### src/rtl/cp0_pkg.sv
// cp0_pkg: shared CPU definitions used by the coprocessor-0 block.
//   - CP0 register numbers (SR, Cause, EPC, PRId)
//   - exception codes written into Cause.ExcCode
//   - default PRId contents and default exception handler address
//   - mode_e: the CP0 operating mode, which is exactly the SR.EXL bit
//   - epc_target(): return address recorded when an exception is taken
package cp0_pkg;

  localparam logic [4:0] CP0_SR    = 5'd12;
  localparam logic [4:0] CP0_CAUSE = 5'd13;
  localparam logic [4:0] CP0_EPC   = 5'd14;
  localparam logic [4:0] CP0_PRID  = 5'd15;

  localparam logic [4:0] EXC_INT  = 5'd0;
  localparam logic [4:0] EXC_ADEL = 5'd4;
  localparam logic [4:0] EXC_ADES = 5'd5;
  localparam logic [4:0] EXC_RI   = 5'd10;
  localparam logic [4:0] EXC_OV   = 5'd12;

  localparam logic [31:0] DEFAULT_PRID       = 32'h0000_4C58;
  localparam logic [31:0] DEFAULT_HANDLER_PC = 32'h0000_4180;

  // MODE_HANDLER corresponds to SR.EXL = 1.
  typedef enum logic {
    MODE_NORMAL  = 1'b0,
    MODE_HANDLER = 1'b1
  } mode_e;

  // A delay-slot instruction restarts at its branch, one word earlier.
  function automatic logic [31:0] epc_target(input logic [31:0] pc, input logic bd);
    logic [31:0] t;
    t = bd ? (pc - 32'd4) : pc;
    return {t[31:2], 2'b00};
  endfunction

endpackage

### src/rtl/cp0_if.sv
// cp0_if: signals between the memory stage of the pipeline and CP0.
//   master : pipeline side (drives M-stage info, mtc0/mfc0 access, irq lines)
//   slave  : CP0 side (returns rdata, int_req, epc, handler_pc)
// Handshake: there is no valid/ready pair. Every signal is a per-cycle level;
// CP0 samples all inputs on each posedge and its outputs are valid every cycle
// (int_req and rdata combinationally, epc and handler_pc from registers/constants).
interface cp0_if;
  logic [31:0] m_pc;
  logic [4:0]  m_ex;
  logic        m_bd;
  logic        m_eret;
  logic [5:0]  hw_int;
  logic        we;
  logic [4:0]  addr;
  logic [31:0] wdata;
  logic [31:0] rdata;
  logic        int_req;
  logic [31:0] epc;
  logic [31:0] handler_pc;

  modport master (
    output m_pc, m_ex, m_bd, m_eret, hw_int, we, addr, wdata,
    input  rdata, int_req, epc, handler_pc
  );

  modport slave (
    input  m_pc, m_ex, m_bd, m_eret, hw_int, we, addr, wdata,
    output rdata, int_req, epc, handler_pc
  );
endinterface

### src/rtl/cp0.sv
// cp0: coprocessor-0 exception/interrupt responder at the end of the M stage.
// Ports:
//   clk, reset : clock, synchronous active-high reset
//   bus        : cp0_if.slave (M-stage info, mtc0/mfc0 access, hw_int in;
//                rdata, int_req, epc, handler_pc out)
//   mode       : debug view of the mode FSM (MODE_HANDLER == SR.EXL)
// Registers: SR(12) IM/EXL/IE, Cause(13) BD/IP/ExcCode, EPC(14), PRId(15).
module cp0
  import cp0_pkg::*;
#(
  parameter logic [31:0] PRID_VAL   = DEFAULT_PRID,
  parameter logic [31:0] HANDLER_PC = DEFAULT_HANDLER_PC
) (
  input  logic  clk,
  input  logic  reset,
  cp0_if.slave  bus,
  output mode_e mode
);

  logic [5:0]  sr_im;
  logic        sr_ie;
  logic        cause_bd;
  logic [5:0]  cause_ip;
  logic [4:0]  cause_exc;
  logic [31:0] epc_q;

  logic exl;
  logic irq;
  logic exc;
  logic int_req;
  logic sr_wr;
  logic epc_wr;

  assign exl     = (mode == MODE_HANDLER);
  assign irq     = (|(bus.hw_int & sr_im)) & sr_ie & ~exl;
  assign exc     = (bus.m_ex != 5'd0) & ~exl;
  assign int_req = irq | exc;

  // An mtc0 in the same cycle as a taken exception belongs to a squashed
  // instruction, so it must not land.
  assign sr_wr  = bus.we & ~int_req & (bus.addr == CP0_SR);
  assign epc_wr = bus.we & ~int_req & (bus.addr == CP0_EPC);

  always_ff @(posedge clk) begin
    if (reset) begin
      mode      <= MODE_NORMAL;
      sr_im     <= 6'd0;
      sr_ie     <= 1'b0;
      cause_bd  <= 1'b0;
      cause_ip  <= 6'd0;
      cause_exc <= 5'd0;
      epc_q     <= 32'd0;
    end else begin
      // IP mirrors the lines every cycle, whatever the mode.
      cause_ip <= bus.hw_int;

      if (sr_wr) begin
        sr_im <= bus.wdata[15:10];
        sr_ie <= bus.wdata[0];
      end

      if (int_req) begin
        cause_bd  <= bus.m_bd;
        cause_exc <= irq ? EXC_INT : bus.m_ex;
        epc_q     <= epc_target(bus.m_pc, bus.m_bd);
      end else if (epc_wr) begin
        epc_q <= {bus.wdata[31:2], 2'b00};
      end

      case (mode)
        MODE_NORMAL: begin
          if (int_req)
            mode <= MODE_HANDLER;
          else if (sr_wr && bus.wdata[1])
            mode <= MODE_HANDLER;
        end
        MODE_HANDLER: begin
          // Clearing EXL here means a pending interrupt is seen next cycle.
          if (bus.m_eret)
            mode <= MODE_NORMAL;
          else if (sr_wr && !bus.wdata[1])
            mode <= MODE_NORMAL;
        end
        default: mode <= MODE_NORMAL;
      endcase
    end
  end

  always_comb begin
    bus.rdata = 32'd0;
    case (bus.addr)
      CP0_SR:    bus.rdata = {16'd0, sr_im, 8'd0, exl, sr_ie};
      CP0_CAUSE: bus.rdata = {cause_bd, 15'd0, cause_ip, 3'd0, cause_exc, 2'd0};
      CP0_EPC:   bus.rdata = epc_q;
      CP0_PRID:  bus.rdata = PRID_VAL;
      default:   bus.rdata = 32'd0;
    endcase
  end

  assign bus.int_req    = int_req;
  assign bus.epc        = epc_q;
  assign bus.handler_pc = HANDLER_PC;

endmodule

### src/flat_wrapper.sv
// flat-port wrapper written by rule: the top's interface ports become plain ports
module cp0_flat import cp0_pkg::*;
#(
  parameter logic [31:0] PRID_VAL   = DEFAULT_PRID,
  parameter logic [31:0] HANDLER_PC = DEFAULT_HANDLER_PC
)
  (clk, reset, mode, bus_m_pc, bus_m_ex, bus_m_bd, bus_m_eret, bus_hw_int, bus_we, bus_addr, bus_wdata, bus_rdata, bus_int_req, bus_epc, bus_handler_pc);
  cp0_if bus_i ();
  input  logic clk;
  input  logic reset;
  output mode_e mode;
  input wire logic [$bits(bus_i.m_pc)-1:0] bus_m_pc;
  input wire logic [$bits(bus_i.m_ex)-1:0] bus_m_ex;
  input wire logic [$bits(bus_i.m_bd)-1:0] bus_m_bd;
  input wire logic [$bits(bus_i.m_eret)-1:0] bus_m_eret;
  input wire logic [$bits(bus_i.hw_int)-1:0] bus_hw_int;
  input wire logic [$bits(bus_i.we)-1:0] bus_we;
  input wire logic [$bits(bus_i.addr)-1:0] bus_addr;
  input wire logic [$bits(bus_i.wdata)-1:0] bus_wdata;
  output wire logic [$bits(bus_i.rdata)-1:0] bus_rdata;
  output wire logic [$bits(bus_i.int_req)-1:0] bus_int_req;
  output wire logic [$bits(bus_i.epc)-1:0] bus_epc;
  output wire logic [$bits(bus_i.handler_pc)-1:0] bus_handler_pc;
  assign bus_i.m_pc = bus_m_pc;
  assign bus_i.m_ex = bus_m_ex;
  assign bus_i.m_bd = bus_m_bd;
  assign bus_i.m_eret = bus_m_eret;
  assign bus_i.hw_int = bus_hw_int;
  assign bus_i.we = bus_we;
  assign bus_i.addr = bus_addr;
  assign bus_i.wdata = bus_wdata;
  assign bus_rdata = bus_i.rdata;
  assign bus_int_req = bus_i.int_req;
  assign bus_epc = bus_i.epc;
  assign bus_handler_pc = bus_i.handler_pc;
  cp0 #(.PRID_VAL(PRID_VAL), .HANDLER_PC(HANDLER_PC)) u_core (.clk(clk), .reset(reset), .bus(bus_i), .mode(mode));
endmodule
### config.mk
export PLATFORM = sky130hd
export DESIGN_NAME = cp0_flat
export DESIGN_NICKNAME = d
export VERILOG_FILES = /design/src/rtl/cp0_pkg.sv /design/src/rtl/cp0_if.sv /design/src/rtl/cp0.sv /design/src/flat_wrapper.sv
export SDC_FILE = /design/constraint.sdc
export NUM_CORES = 1
export LEC_CHECK = 0
export ABC_AREA = 1
export CORE_MARGIN = 3
export CORE_UTILIZATION = 30
export CTS_BUF_LIST = sky130_fd_sc_hd__clkbuf_4 sky130_fd_sc_hd__clkbuf_8
export DETAILED_ROUTE_END_ITERATION = 10
export SLEW_MARGIN = 15
export SYNTH_ARGS = -nofsm -noshare
export SYNTH_HDL_FRONTEND = slang
export SYNTH_SLANG_ARGS = --single-unit
export TNS_END_PERCENT = 1
### constraint.sdc
create_clock -name clk -period 2.6 [get_ports clk]
set_input_delay 0.78 -clock clk [delete_from_list [all_inputs] [get_ports clk]]
set_output_delay 0.78 -clock clk [all_outputs]
set_load 0.005 [all_outputs]
==> impl_metrics.xml <==
<?xml version="1.0" encoding="UTF-8"?>
<metrics>
  <group name="cts">
    <metric name="postCtsHoldBufs" unit="">0</metric>
    <metric name="clk_pin_slew" unit="ps">90</metric>
    <metric name="tritoncts.num_buffers" unit="">5</metric>
    <metric name="clock_sinks" unit="">50</metric>
    <metric name="cts_tree" unit="">done</metric>
    <metric name="worstSkewPairLatency" unit="ps">300</metric>
    <metric name="cts_htree_levels" unit="">2</metric>
    <metric name="ctsLongestPathBuffers" unit="">2</metric>
    <metric name="cts_root_buffer" unit="">sky130_fd_sc_hd__clkbuf_8</metric>
  </group>
  <group name="hold_path">
    <metric name="worst_hold_path.endpoint" unit="">u_core.cause_exc[3]</metric>
    <metric name="hold_start" unit="">u_core.cause_exc[3]</metric>
    <metric name="worstHoldPathCells" unit="">2</metric>
    <metric name="hp-class" unit="">register to register</metric>
  </group>
  <group name="final_layout">
    <metric name="antenna_cells" unit="">0</metric>
    <metric name="fill_cells" unit="">1237</metric>
    <metric name="post-route-cell-area" unit="um^2">5660</metric>
    <metric name="non_filler_instances" unit="">942</metric>
    <metric name="syn2layout_area_growth" unit="%">54.5</metric>
    <metric name="final_nets" unit="">885</metric>
    <metric name="layout-drive-gt1-share" unit="%">16.3</metric>
  </group>
  <group name="sta">
    <metric name="post-route-period-util" unit="%">99.6</metric>
    <metric name="slew_violations" unit="">0</metric>
    <metric name="finalClockSkew" unit="ps">10.8</metric>
    <metric name="finalWorstPathRequiredPeriod" unit="ps">2590</metric>
    <metric name="maxClockFrequency" unit="MHz">386</metric>
    <metric name="hold_viol_final" unit="">0</metric>
    <metric name="setup_violations" unit="">0</metric>
    <metric name="rsz0062_at_grt" unit="">true</metric>
  </group>
  <group name="worst_setup_path">
    <metric name="cp_slowest_cell" unit="">sky130_fd_sc_hd__clkdlybuf4s50_1</metric>
    <metric name="cp_top_family" unit="">buffers and inverters</metric>
    <metric name="cp-start-kind" unit="">input port</metric>
    <metric name="cp.buffers_inverters" unit="">3</metric>
    <metric name="required" unit="ps">1820</metric>
    <metric name="worstRegToRegCells" unit="">12</metric>
    <metric name="worst_path_largest_cell_delay" unit="ps">460</metric>
    <metric name="r2r_setup_slk" unit="ps">750</metric>
    <metric name="crit_path_max_fanout" unit="">2</metric>
    <metric name="worst_r2r_startpoint" unit="">u_core.sr_im[1]</metric>
    <metric name="regToRegEndpoint" unit="">u_core.bus.epc[22]</metric>
    <metric name="crit_path_end_kind" unit="">output pin</metric>
    <metric name="worst-endpoint-arrival" unit="ps">1810</metric>
    <metric name="critical_setup_path_kind" unit="">input port to output pin</metric>
    <metric name="worstPathCellList" unit="">clkdlybuf4s50_1 -&gt; inv_1 -&gt; o21ai_2 -&gt; nor2_1 -&gt; nand2_1 -&gt; nand2_2 -&gt; nand2_4 -&gt; buf_6</metric>
  </group>
  <group name="floorplan">
    <metric name="core_area" unit="um^2">11700</metric>
    <metric name="io_pins" unit="">183</metric>
    <metric name="dieArea" unit="um^2">13600</metric>
    <metric name="floorplan_die_height" unit="um">116</metric>
    <metric name="die_outline_width" unit="um">116</metric>
    <metric name="placement_rows" unit="">39</metric>
    <metric name="initial_core_utilization" unit="%">31.4</metric>
  </group>
  <group name="route">
    <metric name="vias_per_cell" unit="">4.61</metric>
    <metric name="route.detailed.drc" unit="">0</metric>
    <metric name="detailedRoute.firstIterationViolations" unit="">233</metric>
    <metric name="met2WireLength" unit="um">6380</metric>
    <metric name="drt_first_pass_iters" unit="">5</metric>
    <metric name="route.layer.met1.wl" unit="um">5770</metric>
    <metric name="drtAntennaViolNets" unit="">0</metric>
    <metric name="wl_per_cell" unit="um">14.1</metric>
    <metric name="maxUsedRoutingLayer" unit="">met4</metric>
    <metric name="detailed_routed_wire_length_on_met3" unit="um">1000</metric>
    <metric name="wl" unit="um">13300</metric>
    <metric name="via_count" unit="">4338</metric>
  </group>
  <group name="yosys">
    <metric name="synthDominantCellAreaShare" unit="%">27.4</metric>
    <metric name="yosysSeqAreaShare" unit="%">27.4</metric>
    <metric name="synth.area.top_cells" unit="">sky130_fd_sc_hd__dfxtp_1 27%, sky130_fd_sc_hd__nand2_1 16%, sky130_fd_sc_hd__inv_1 8.2%, sky130_fd_sc_hd__nor2_1 7.9%, sky130_fd_sc_hd__buf_4 7.2%</metric>
    <metric name="post_synth_instance_area" unit="um^2">3660</metric>
    <metric name="post_synth_most_frequent_cells" unit="">156 x sky130_fd_sc_hd__nand2_1, 80 x sky130_fd_sc_hd__inv_1, 77 x sky130_fd_sc_hd__nor2_1</metric>
    <metric name="postSynthAreaPerCell" unit="um^2">6.03</metric>
    <metric name="synth_edf_count" unit="">0</metric>
    <metric name="ys_ff_latch" unit="">50</metric>
    <metric name="synthDominantAreaCellType" unit="">sky130_fd_sc_hd__dfxtp_1</metric>
    <metric name="synth-async-reset-ratio" unit="%">0</metric>
    <metric name="synthesis.instances" unit="">607</metric>
    <metric name="yosysWarningCount" unit="">0</metric>
    <metric name="yosys_most_used_dff" unit="">sky130_fd_sc_hd__dfxtp_1</metric>
    <metric name="yosys.cell_types.count" unit="">37</metric>
    <metric name="synth.most_common_cell" unit="">sky130_fd_sc_hd__nand2_1</metric>
  </group>
  <group name="placed_design">
    <metric name="gp_routability_congestion" unit="">0.891</metric>
    <metric name="buffer_ports.inserted" unit="">146</metric>
    <metric name="place_area" unit="um^2">5530</metric>
    <metric name="hpwl" unit="um">10800</metric>
    <metric name="placedCellCount" unit="">930</metric>
  </group>
  <group name="power">
    <metric name="fin_total_pwr" unit="mW">2.00</metric>
    <metric name="cellLeakagePower" unit="nW">2.67</metric>
    <metric name="worst_ir_drop_vdd" unit="mV">0.202</metric>
    <metric name="power.density_cell_area" unit="nW/um^2">354</metric>
  </group>
  <group name="global_route">
    <metric name="grt_antenna_before_repair" unit="">0</metric>
    <metric name="global_route.overflow_total" unit="">0</metric>
    <metric name="gr-usage-all-layers" unit="%">19.2</metric>
    <metric name="grt_first_pass_wirelength" unit="um">20400</metric>
    <metric name="maximum_number_of_pins_on_one_net_before_global_route_repair" unit="">42</metric>
    <metric name="grt_pass1_vias" unit="">4153</metric>
  </group>
  <group name="run">
    <metric name="max_cap_viol_count" unit="">0</metric>
  </group>
  <group name="status">
    <metric name="outcome" unit="">complete, no violations</metric>
  </group>
</metrics>
stage by stage:
stage	setup WS (ps)	TNS, ps	hold slack, ps	utilization, %
after CTS	-11.9	-11.9	468	48.5
after detailed placement	-717	-28810	454	47.4
final	10.6	0	468	48.5
after floorplan	281	0	441	-
after global placement	-645	-26280	451	47.4
after global routing	-71.4	-71.4	477	48.5
layout by cell type, fill, tap and decap left out, drive strengths merged, types with 3 or more instances in the layout:
cell type / netlist / layout
buf: 45 / 77
nand2: 160 / 160
inv: 86 / 88
o211ai: 4 / 4
nor2: 85 / 85
xnor2: 4 / 4
clkbuf: 9 / 7
o21ai: 46 / 46
nand3: 38 / 38
nand4: 11 / 11
dlygate4sd2: 0 / 20
clkdlybuf4s50: 0 / 107
conb: 2 / 34
a21oi: 39 / 39
xor2: 8 / 8
o2111ai: 3 / 3
dfxtp: 50 / 50
nor3: 5 / 5
worst max path at each step:
stage                       start            end  slack [ps]  cells after the start
floorplan             bus_addr[3]  bus_rdata[12]         280                      7
global placement      bus_addr[3]   bus_rdata[1]        -640                      7
detailed placement    bus_addr[0]  bus_rdata[31]        -720                      6
CTS                 bus_hw_int[2]    bus_int_req         -10                      8
global route          bus_m_ex[1]    bus_int_req         -70                      6
finish              bus_hw_int[1]    bus_int_req          10                      8
worst register-to-register path: cells and delay by family, from the launching register on:
kind | cells | cell delay (ps)
AO/OA/AOI/OAI | 3 | 350
flip-flops | 1 | 350
buffers and inverters | 4 | 720
AND/OR/NAND/NOR | 5 | 370
registers in the layout, indices dropped and copies added (netlist names):
register	count
u_core.cause_bd	1
u_core.cause_ip	6
u_core.bus.epc	30
u_core.sr_im	6
u_core.sr_ie	1
u_core.mode	1
u_core.cause_exc	5
area by class of cell:
type / instances / area, um^2 / share of cell area, %
well taps: 143 / 179 / 3.16
repair buffers: 206 / 1870 / 33.1
multi-input cells: 448 / 2180 / 38.6
flip-flops and latches: 50 / 1000 / 17.7
repair inverters: 1 / 6.26 / 0.111
clock inverters: 2 / 13.8 / 0.243
clock buffers: 5 / 68.8 / 1.22
inverters: 87 / 332 / 5.86
layer usage:
layer  vias up  GRT usage, %
met2       175          33.7
li1       2224             -
met5         -             0
met1      1931          24.2
met3         8          3.68
met4         0          4.49
repair_timing:
action                     4_1_cts  5_1_grt
buffers inserted                 5        0
resized for setup              115       17
pin swaps                        7        5
cloned                           1        0
setup endpoints to repair       34       56
report_power, final:
group          internal (mW)  switching (mW)  total [mW]
logic                  0.345           0.319       0.664
registers              0.831          0.0514       0.882
clock network          0.187           0.270       0.457
logic make-up after synthesis:
kind of cell	synth area share, %
AND/OR/NAND/NOR	35.8
buffers and inverters	18.4
AO/OA/AOI/OAI	15.0
flip-flops	27.4
XOR/XNOR	2.87
other	0.205
adder cells (fa/ha/maj)	0.342
Power figures use the tool's default switching activity.
